File: src/rtl/fifo_pkg.sv
// Shared constants and helpers for the single-clock FIFO family.
package fifo_pkg;

    localparam int unsigned FIFO_STD  = 0;
    localparam int unsigned FIFO_FWFT = 1;

    function automatic int unsigned clog2(input int unsigned value);
        int unsigned result;
        result = 0;
        while ((64'd1 << result) < 64'(value)) begin
            result++;
        end
        return result;
    endfunction

endpackage

File: src/rtl/fifo_mem.sv
// Simple dual-port storage array: synchronous write, asynchronous read.
module fifo_mem #(
    parameter int unsigned WIDTH  = 16,
    parameter int unsigned DEPTH  = 32,
    parameter int unsigned ADDR_W = 5
) (
    input  logic              i_clk,
    input  logic              i_we,
    input  logic [ADDR_W-1:0] i_waddr,
    input  logic [WIDTH-1:0]  i_wdata,
    input  logic [ADDR_W-1:0] i_raddr,
    output logic [WIDTH-1:0]  o_rdata
);

    logic [WIDTH-1:0] r_mem [DEPTH];

    always_ff @(posedge i_clk) begin
        if (i_we) begin
            r_mem[i_waddr] <= i_wdata;
        end
    end

    assign o_rdata = r_mem[i_raddr];

endmodule

File: src/rtl/sync_fifo.sv
// Single-clock FIFO with standard or first-word-fall-through read, occupancy
// count, threshold flags, synchronous flush and sticky error flags.
module sync_fifo
    import fifo_pkg::*;
#(
    parameter int unsigned WIDTH    = 16,
    parameter int unsigned DEPTH    = 32,
    parameter int unsigned FWFT     = FIFO_STD,
    parameter int unsigned AF_LEVEL = DEPTH - 4,
    parameter int unsigned AE_LEVEL = 4
) (
    input  logic                    clk,
    input  logic                    rst,
    input  logic                    flush,
    input  logic                    err_clr,
    input  logic                    wr_en,
    input  logic [WIDTH-1:0]        wr_data,
    output logic                    fifo_full,
    output logic                    almost_full,
    input  logic                    rd_en,
    output logic [WIDTH-1:0]        rd_data,
    output logic                    rd_valid,
    output logic                    fifo_empty,
    output logic                    almost_empty,
    output logic [clog2(DEPTH):0]   count,
    output logic                    overflow,
    output logic                    underflow
);

    localparam int unsigned     ADDR_W  = clog2(DEPTH);
    localparam logic [ADDR_W:0] DEPTH_C = (ADDR_W + 1)'(DEPTH);
    localparam logic [ADDR_W:0] AF_C    = (ADDR_W + 1)'(AF_LEVEL);
    localparam logic [ADDR_W:0] AE_C    = (ADDR_W + 1)'(AE_LEVEL);

    logic [ADDR_W:0]  r_wr_ptr;
    logic [ADDR_W:0]  r_rd_ptr;
    logic             r_overflow;
    logic             r_underflow;

    logic [ADDR_W:0]  w_count;
    logic             w_full;
    logic             w_empty;
    logic             w_wr_acc;
    logic             w_rd_acc;
    logic             w_ovf_evt;
    logic             w_udf_evt;
    logic [WIDTH-1:0] w_head;

    // Pointer difference wraps naturally through the extra MSB.
    assign w_count = r_wr_ptr - r_rd_ptr;
    assign w_full  = (w_count == DEPTH_C);
    assign w_empty = (w_count == '0);

    assign w_wr_acc  = wr_en & ~w_full  & ~flush;
    assign w_rd_acc  = rd_en & ~w_empty & ~flush;
    assign w_ovf_evt = wr_en &  w_full  & ~flush;
    assign w_udf_evt = rd_en &  w_empty & ~flush;

    always_ff @(posedge clk or posedge rst) begin
        if (rst) begin
            r_wr_ptr <= '0;
            r_rd_ptr <= '0;
        end else if (flush) begin
            r_wr_ptr <= '0;
            r_rd_ptr <= '0;
        end else begin
            if (w_wr_acc) begin
                r_wr_ptr <= r_wr_ptr + 1'b1;
            end
            if (w_rd_acc) begin
                r_rd_ptr <= r_rd_ptr + 1'b1;
            end
        end
    end

    always_ff @(posedge clk or posedge rst) begin
        if (rst) begin
            r_overflow  <= 1'b0;
            r_underflow <= 1'b0;
        end else begin
            r_overflow  <= w_ovf_evt | (r_overflow  & ~err_clr);
            r_underflow <= w_udf_evt | (r_underflow & ~err_clr);
        end
    end

    fifo_mem #(
        .WIDTH  (WIDTH),
        .DEPTH  (DEPTH),
        .ADDR_W (ADDR_W)
    ) u_mem (
        .i_clk   (clk),
        .i_we    (w_wr_acc),
        .i_waddr (r_wr_ptr[ADDR_W-1:0]),
        .i_wdata (wr_data),
        .i_raddr (r_rd_ptr[ADDR_W-1:0]),
        .o_rdata (w_head)
    );

    generate
        if (FWFT == FIFO_FWFT) begin : g_fwft
            assign rd_data  = w_empty ? '0 : w_head;
            assign rd_valid = ~w_empty;
        end else begin : g_std
            logic [WIDTH-1:0] r_rd_data;
            logic             r_rd_valid;

            always_ff @(posedge clk or posedge rst) begin
                if (rst) begin
                    r_rd_data  <= '0;
                    r_rd_valid <= 1'b0;
                end else if (flush) begin
                    r_rd_valid <= 1'b0;
                end else begin
                    r_rd_valid <= w_rd_acc;
                    if (w_rd_acc) begin
                        r_rd_data <= w_head;
                    end
                end
            end

            assign rd_data  = r_rd_data;
            assign rd_valid = r_rd_valid;
        end
    endgenerate

    assign count        = w_count;
    assign fifo_full    = w_full;
    assign fifo_empty   = w_empty;
    assign almost_full  = (w_count >= AF_C);
    assign almost_empty = (w_count <= AE_C);
    assign overflow     = r_overflow;
    assign underflow    = r_underflow;

endmodule

File: config.mk
export PLATFORM = sky130hd
export DESIGN_NAME = sync_fifo
export DESIGN_NICKNAME = d
export VERILOG_FILES = /design/src/rtl/fifo_pkg.sv /design/src/rtl/fifo_mem.sv /design/src/rtl/sync_fifo.sv
export SDC_FILE = /design/constraint.sdc
export NUM_CORES = 1
export LEC_CHECK = 0
export CAP_MARGIN = 25
export CELL_PAD_IN_SITES_DETAIL_PLACEMENT = 0
export CELL_PAD_IN_SITES_GLOBAL_PLACEMENT = 1
export CORE_MARGIN = 10
export CORE_UTILIZATION = 30
export DETAILED_ROUTE_END_ITERATION = 12
export PLACE_DENSITY_LB_ADDON = 0.1
export RECOVER_POWER = 100
export SETUP_SLACK_MARGIN = 0.1
export SYNTH_ARGS = -nofsm -noshare
export SYNTH_HDL_FRONTEND = slang
export SYNTH_HIERARCHICAL = 1
export SYNTH_SLANG_ARGS = --single-unit
File: constraint.sdc
create_clock -name clk -period 7.35 [get_ports clk]
set_input_delay 1.1025 -clock clk [delete_from_list [all_inputs] [get_ports clk]]
set_output_delay 1.1025 -clock clk [all_outputs]
set_load 0.005 [all_outputs]
; After elaboration in Yosys (flattened, before gate mapping)
; Memories as Yosys holds them, arrays and structs flattened. A register that Yosys moved wholly into a read port is not among the register bits.
; Cells that the tools add are included.
[op_classes]
n_eq_ne = 1
n_shift = 0
muxes = 7
reduce_logical = 4
add_sub_neg = 3
order_cmp = 2
div_mod_pow = 0
n_mul = 0
n_bitwise = 16
[op_table]
columns = cell, count
row1 = 6-bit two-way mux, 4
row2 = 6-bit by 1-bit adder with 6-bit output (second input constant), 2
row3 = 1-bit AND, 10
row4 = 6-bit equality test (second input constant), 1
row5 = 6-bit by 5-bit greater-or-equal comparator with 1-bit output (second input constant), 1
row6 = 6-bit by 3-bit <= comparator with 1-bit output (second input constant), 1
row7 = 6-bit logical NOT, 1
row8 = 6-bit subtractor, 1
row9 = 1-bit inverter, 4
row10 = 2-bit nonzero test, 2
row11 = 1-bit two-way mux, 3
row12 = 1-bit OR, 2
row13 = 2-bit AND reduction, 1
[word_totals]
inputBits = 22
latch_bits = 0
mem_bits_rw = 512
wordCells = 39
n_memories = 1
mem_bits_ro = 0
reg_bits = 15
out_inout_bits = 29
[memory_table]
columns = name, words, width, read_ports, rd_ports_with_merged_regs, wr, line_no
row1 = u_mem.r_mem, 32, 16, 1, 1, 1, fifo_mem.sv:15  ; logic [WIDTH-1:0] r_mem [DEPTH];

; Depth between registers and ports, before layout
[logic_depth]
word_depth = 7
mapped_depth = 14
depth_no_buf = 12

; By module
; Netlist, hierarchy kept.
[modules_own_cells]
columns = mod, cells_each, n_inst, seq_area_each_um2, area_each_um2
row1 = fifo_mem, 1127, 1, 15374.7, 20215.6
row2 = sync_fifo, 149, 1, 775.7, 1651.6

; Least setup slack after synthesis
; OpenSTA, ideal clock, no wires.
[synth_path]
path_kind = register to register
start = register r_wr_ptr[0]
end = memory u_mem.r_mem[28][0] (enable)
path_buffers = 2
path_slack_ps = 3418
stages_incl_launch_ff = 15
setup_ps = 388
required_time_ps = 6962
arrival_time_ps = 3544
period_less_slack_ps = 3932
cell_sequence = dfrtp_1 inv_1 ha_1 inv_1 fa_1 xor2_1 nor2_1 o221ai_1 o21bai_1 inv_2 buf_6 nor3_1 or3b_2 clkbuf_1 nor2_1
[synth_via]
elab_chain_cells = 7
[synth_rtl]
columns = element, line_no
row1 = from (decl), sync_fifo.sv:35  ; logic [ADDR_W:0] r_wr_ptr;
row2 = from (signal assigned), sync_fifo.sv:68  ; r_wr_ptr <= r_wr_ptr + 1'b1;
row3 = 6-bit subtractor, sync_fifo.sv:50  ; assign w_count = r_wr_ptr - r_rd_ptr;
row4 = via count[2], sync_fifo.sv:25  ; output logic [clog2(DEPTH):0] count,
row5 = 6-bit equality test, sync_fifo.sv:51  ; assign w_full = (w_count == DEPTH_C);
row6 = via fifo_full, sync_fifo.sv:18  ; output logic fifo_full,
row7 = 1-bit inverter, sync_fifo.sv:54  ; assign w_wr_acc = wr_en & ~w_full & ~flush;
row8 = 1-bit AND (2 in a row), sync_fifo.sv:54
row9 = via w_wr_acc, sync_fifo.sv:43  ; logic w_wr_acc;
row10 = 1-bit two-way mux, fifo_mem.sv:18  ; if (i_we) begin
row11 = 1-bit two-way mux (implied by the code), fifo_mem.sv:19  ; r_mem[i_waddr] <= i_wdata;
row12 = to (decl), fifo_mem.sv:15
; The timed path passes the listed nets, and every way through them passes these cells.

; Final worst setup path
[layout_path]
start = register r_rd_ptr[0]
end = register g_std.r_rd_data[5], in the netlist rd_data[5], read port of u_mem.r_mem
[layout_via]
elab_chain_cells = 6
[layout_rtl]
columns = element, line_no
row1 = from (decl), sync_fifo.sv:36  ; logic [ADDR_W:0] r_rd_ptr;
row2 = from (signal assigned), sync_fifo.sv:71  ; r_rd_ptr <= r_rd_ptr + 1'b1;
row3 = 6-bit subtractor, sync_fifo.sv:50
row4 = 6-bit logical NOT, sync_fifo.sv:52  ; assign w_empty = (w_count == '0);
row5 = 1-bit inverter, sync_fifo.sv:55  ; assign w_rd_acc = rd_en & ~w_empty & ~flush;
row6 = 1-bit AND (2 in a row), sync_fifo.sv:55
row7 = 2-bit AND reduction (no line), -
row8 = to (decl), sync_fifo.sv:104  ; logic [WIDTH-1:0] r_rd_data;
; Parallel ways exist; a longest one is shown, timed or not.
; A chain may end at the register's enable or synchronous reset.

==> qor.yml <==
yosys:
  synth.top_cells.by_count: "512 x sky130_fd_sc_hd__edfxtp_1, 258 x sky130_fd_sc_hd__mux2i_1, 64 x sky130_fd_sc_hd__a22oi_1"
  part_of_the_yosys_area_used_for_sequential_elements_pct: 73.9
  synth_edf_count: 512
  synth.yosys.warnings: 6
  mapped_cell_area_mm2: 0.0219
  yosys.area.top_type: "sky130_fd_sc_hd__edfxtp_1"
  synthesized_area_per_cell_um2: 17.1
  synth_most_common_cell: "sky130_fd_sc_hd__edfxtp_1"
  mappedNetlistNets: 1306
  postSynthRegisterBits: 543
  syn_inst: 1276
  synth.area.top_cells: "sky130_fd_sc_hd__edfxtp_1 70%, sky130_fd_sc_hd__mux2i_1 12%, sky130_fd_sc_hd__dfrtp_1 3.5%"
  synth.distinct_cells: 45
  synth_async_sr_flop_share_pct: 5.71
  synth_ff_type: "sky130_fd_sc_hd__edfxtp_1"
  synth_top_area_share_pct: 70.3
sta:
  maximum_clock_frequency_mhz: 172
  setup_viol: 0
  finalWorstSetupSlack_ns: 1.54
  setup_tns_ns: 0
  timing.final.max_slew_violations: 669
  timing.final.crit_share_pct: 79.0
  final_hold_viol_count: 0
  max-slew-margin-rel_pct: -106
  fin_worst_skew_ns: 0.0211
  worst_slew_pin_slew_ns: 3.09
  rsz_0062_raised_after_global_routing: "false"
  fin_crit_ns: 5.81
critical_path:
  critical_path.top_delay_family: "buffers and inverters"
  worst_r2r_path_depth: 9
  required_ns: 7.87
  startpoint: "r_rd_ptr[0]$_DFFE_PP0P_"
  worst_path_max_delay_cell: "sky130_fd_sc_hd__clkbuf_1"
  cp.arrival_ns: 6.33
  crit_path_cells: "buf_12 > clkbuf_1 > buf_4 > mux2i_1 > a22o_1 > nor3_1 > a31oi_1 > nand3_1 > mux2_2"
  cp.buffers_inverters: 3
  criticalPathCategory: "reg -> reg"
  setup.worst_path.start_class: "flip-flop"
  crit_path_max_fanout: 98
  nature_of_the_critical_path_endpoint: "flip-flop"
  reg_to_reg_start: "r_rd_ptr[0]$_DFFE_PP0P_"
  path_depth: 9
  critical_path.max_stage_delay_ns: 2.25
drt:
  route.final.wire_length_um: 63600
  drc: 0
  route.detailed.wl_per_inst_um: 27.1
  first_iter_violations: 798
  avgViaCountPerCell: 4.85
  drtPass1Iterations: 5
  postRouteAntennaNets: 0
  routed-via-count: 11384
final_layout:
  final_standard_cell_utilization_of_the_core_pct: 34.9
  finish.net_count: 1375
  sequential_cell_area_mm2: 0.0162
  multi_input_comb_area_mm2: 0.00506
  num_antenna_cells: 0
  drive_above_1_share_pct: 8.67
  layout.filler_cells: 6890
  layout_cell_area_excl_fill_mm2: 0.0251
  synthesis_to_layout_area_growth_pct: 14.8
hold_path:
  min_path_type: "reg -> reg"
  hold_depth: 1
  min_from: "rd_data[8]$_DFFE_PP0P_"
floorplan:
  die_width_um: 290
  initial_cell_density_of_the_core_pct: 30.4
  ioPinCount: 51
  die_height_um: 290
  dieArea_mm2: 0.0841
  floorplan.core_area_mm2: 0.0719
  standard_cell_row_count: 98
placed_design:
  dp_worst_setup_slack_ns: 2.50
  numPortBuffers: 50
  post-dp-hpwl_um: 39100
  place.gp.congestion: 0.769
  detailed_place.area_mm2: 0.0233
clock_network:
  cts.reportedPaths.clkPinSlew_ns: 0.06
  ctsResizeCount: 0
  ctsHoldBuffers: 0
  cts_htree_levels: 2
  clock_tree_from_tritoncts: "built"
  clkSinkCount: 543
  postCtsSetupBuffers: 0
  clock_tree.buffer_depth: 3
  clk_latency_ns: 0.64
  cts_made_buffers: 60
  clock-root-buffer: "sky130_fd_sc_hd__clkbuf_16"
grt:
  number_of_antenna_violations_at_the_first_check_in_global_routing: 3
  grt_overflow: 0
  grt_pass1_wl_um: 89300
  grt_start_max_net_pins: 99
  track_usage_pct: 14.6
  first_global_vias: 11705
outcome:
  violations: "capacitance limit, slew limit"
  result_of_the_run: "complete, but fails checks"
power_and_ir_drop:
  p_per_area_mw_per_mm2: 341
  finalPower_w: 0.00856
  ir_worst_vdd_mv: 0.235
  static-leakage-power_nw: 8.09
job:
  maxCapViolations: 26
-- routing by layer --
metal	share of wire [%]	vias to the layer above	GRT usage (%)	wire [um]
met3	3.5	64	2.05	2220
met1	46	5927	19.9	29400
met4	1.9	0	3.73	1190
met5	0	-	0	0
met2	48	212	24.1	30800
li1	-	5181	-	-
-- per-stage QoR --
step	cells	hold slack [ns]
6_report	2345	0.486
5_1_grt	2345	0.522
4_1_cts	2345	0.509
3_5_place_dp	2233	0.494
3_3_place_gp	2231	0.478
2_1_floorplan	1276	0.487
-- logic make-up (layout without fill, tap and decap cells) --
family | after synthesis | after routing | share of synthesized area (%)
XOR/XNOR | 3 | 3 | 0.120
multiplexers | 275 | 275 | 12.8
flip-flops | 543 | 543 | 73.9
AND/OR/NAND/NOR | 184 | 184 | 4.19
AO/OA/AOI/OAI | 175 | 175 | 5.56
adder cells (fa/ha/maj) | 8 | 8 | 0.492
buffers and inverters | 88 | 207 | 2.94
-- worst paths after layout --
| kind | end | slack [ns] |
|---|---|---|
| setup / recovery | rd_data[5]$_DFFE_PP0P_ | 1.54 |
| hold / removal | rd_data[8]$_DFFE_PP0P_ | 0.49 |
| setup reg to reg | rd_data[5]$_DFFE_PP0P_ | 1.54 |
| hold reg to reg | rd_data[8]$_DFFE_PP0P_ | 0.49 |
| max in group asynchronous | r_rd_ptr[0]$_DFFE_PP0P_ | 4.40 |
| min in group asynchronous | r_wr_ptr[2]$_DFFE_PP0P_ | 1.60 |
-- final cells by class --
| class | count | area share (%) |
|---|---|---|
| clock buffer | 73 | 6.26 |
| clock inverter | 39 | 1.69 |
| inverter | 16 | 0.239 |
| multi-input combinational | 645 | 20.2 |
| sequential | 543 | 64.4 |
| tap | 950 | 4.74 |
| timing repair buffer | 79 | 2.54 |
-- flip-flops by register name, indices dropped and copies added (netlist names) --
register,flops
rd_valid,1
r_wr_ptr,6
u_mem/r_mem,512
underflow,1
rd_data,16
r_rd_ptr,6
overflow,1
-- cells in the final DEF, fill, tap and decap left out, types with 17 or more instances in the layout --
master	Yosys	layout
sky130_fd_sc_hd__edfxtp_1	512	512
sky130_fd_sc_hd__mux2i_1	258	258
sky130_fd_sc_hd__a22oi_1	64	64
sky130_fd_sc_hd__clkbuf_16	0	60
sky130_fd_sc_hd__a21oi_1	44	44
sky130_fd_sc_hd__nand3_1	42	42
sky130_fd_sc_hd__nor2_1	40	40
sky130_fd_sc_hd__dlygate4sd3_1	0	40
sky130_fd_sc_hd__nand2_1	34	34
sky130_fd_sc_hd__clkbuf_1	13	34
sky130_fd_sc_hd__a22o_1	32	32
sky130_fd_sc_hd__dfrtp_1	31	30
sky130_fd_sc_hd__nor3_1	18	18
sky130_fd_sc_hd__nand4_1	17	17
-- report_power, final --
part | internal [W] | switching (W)
registers | 0.00348 | 0.0000557
clock network | 0.00177 | 0.00126
logic | 0.000787 | 0.00121
total | 0.00603 | 0.00252
No activity file was read; power rests on OpenSTA's default activity.
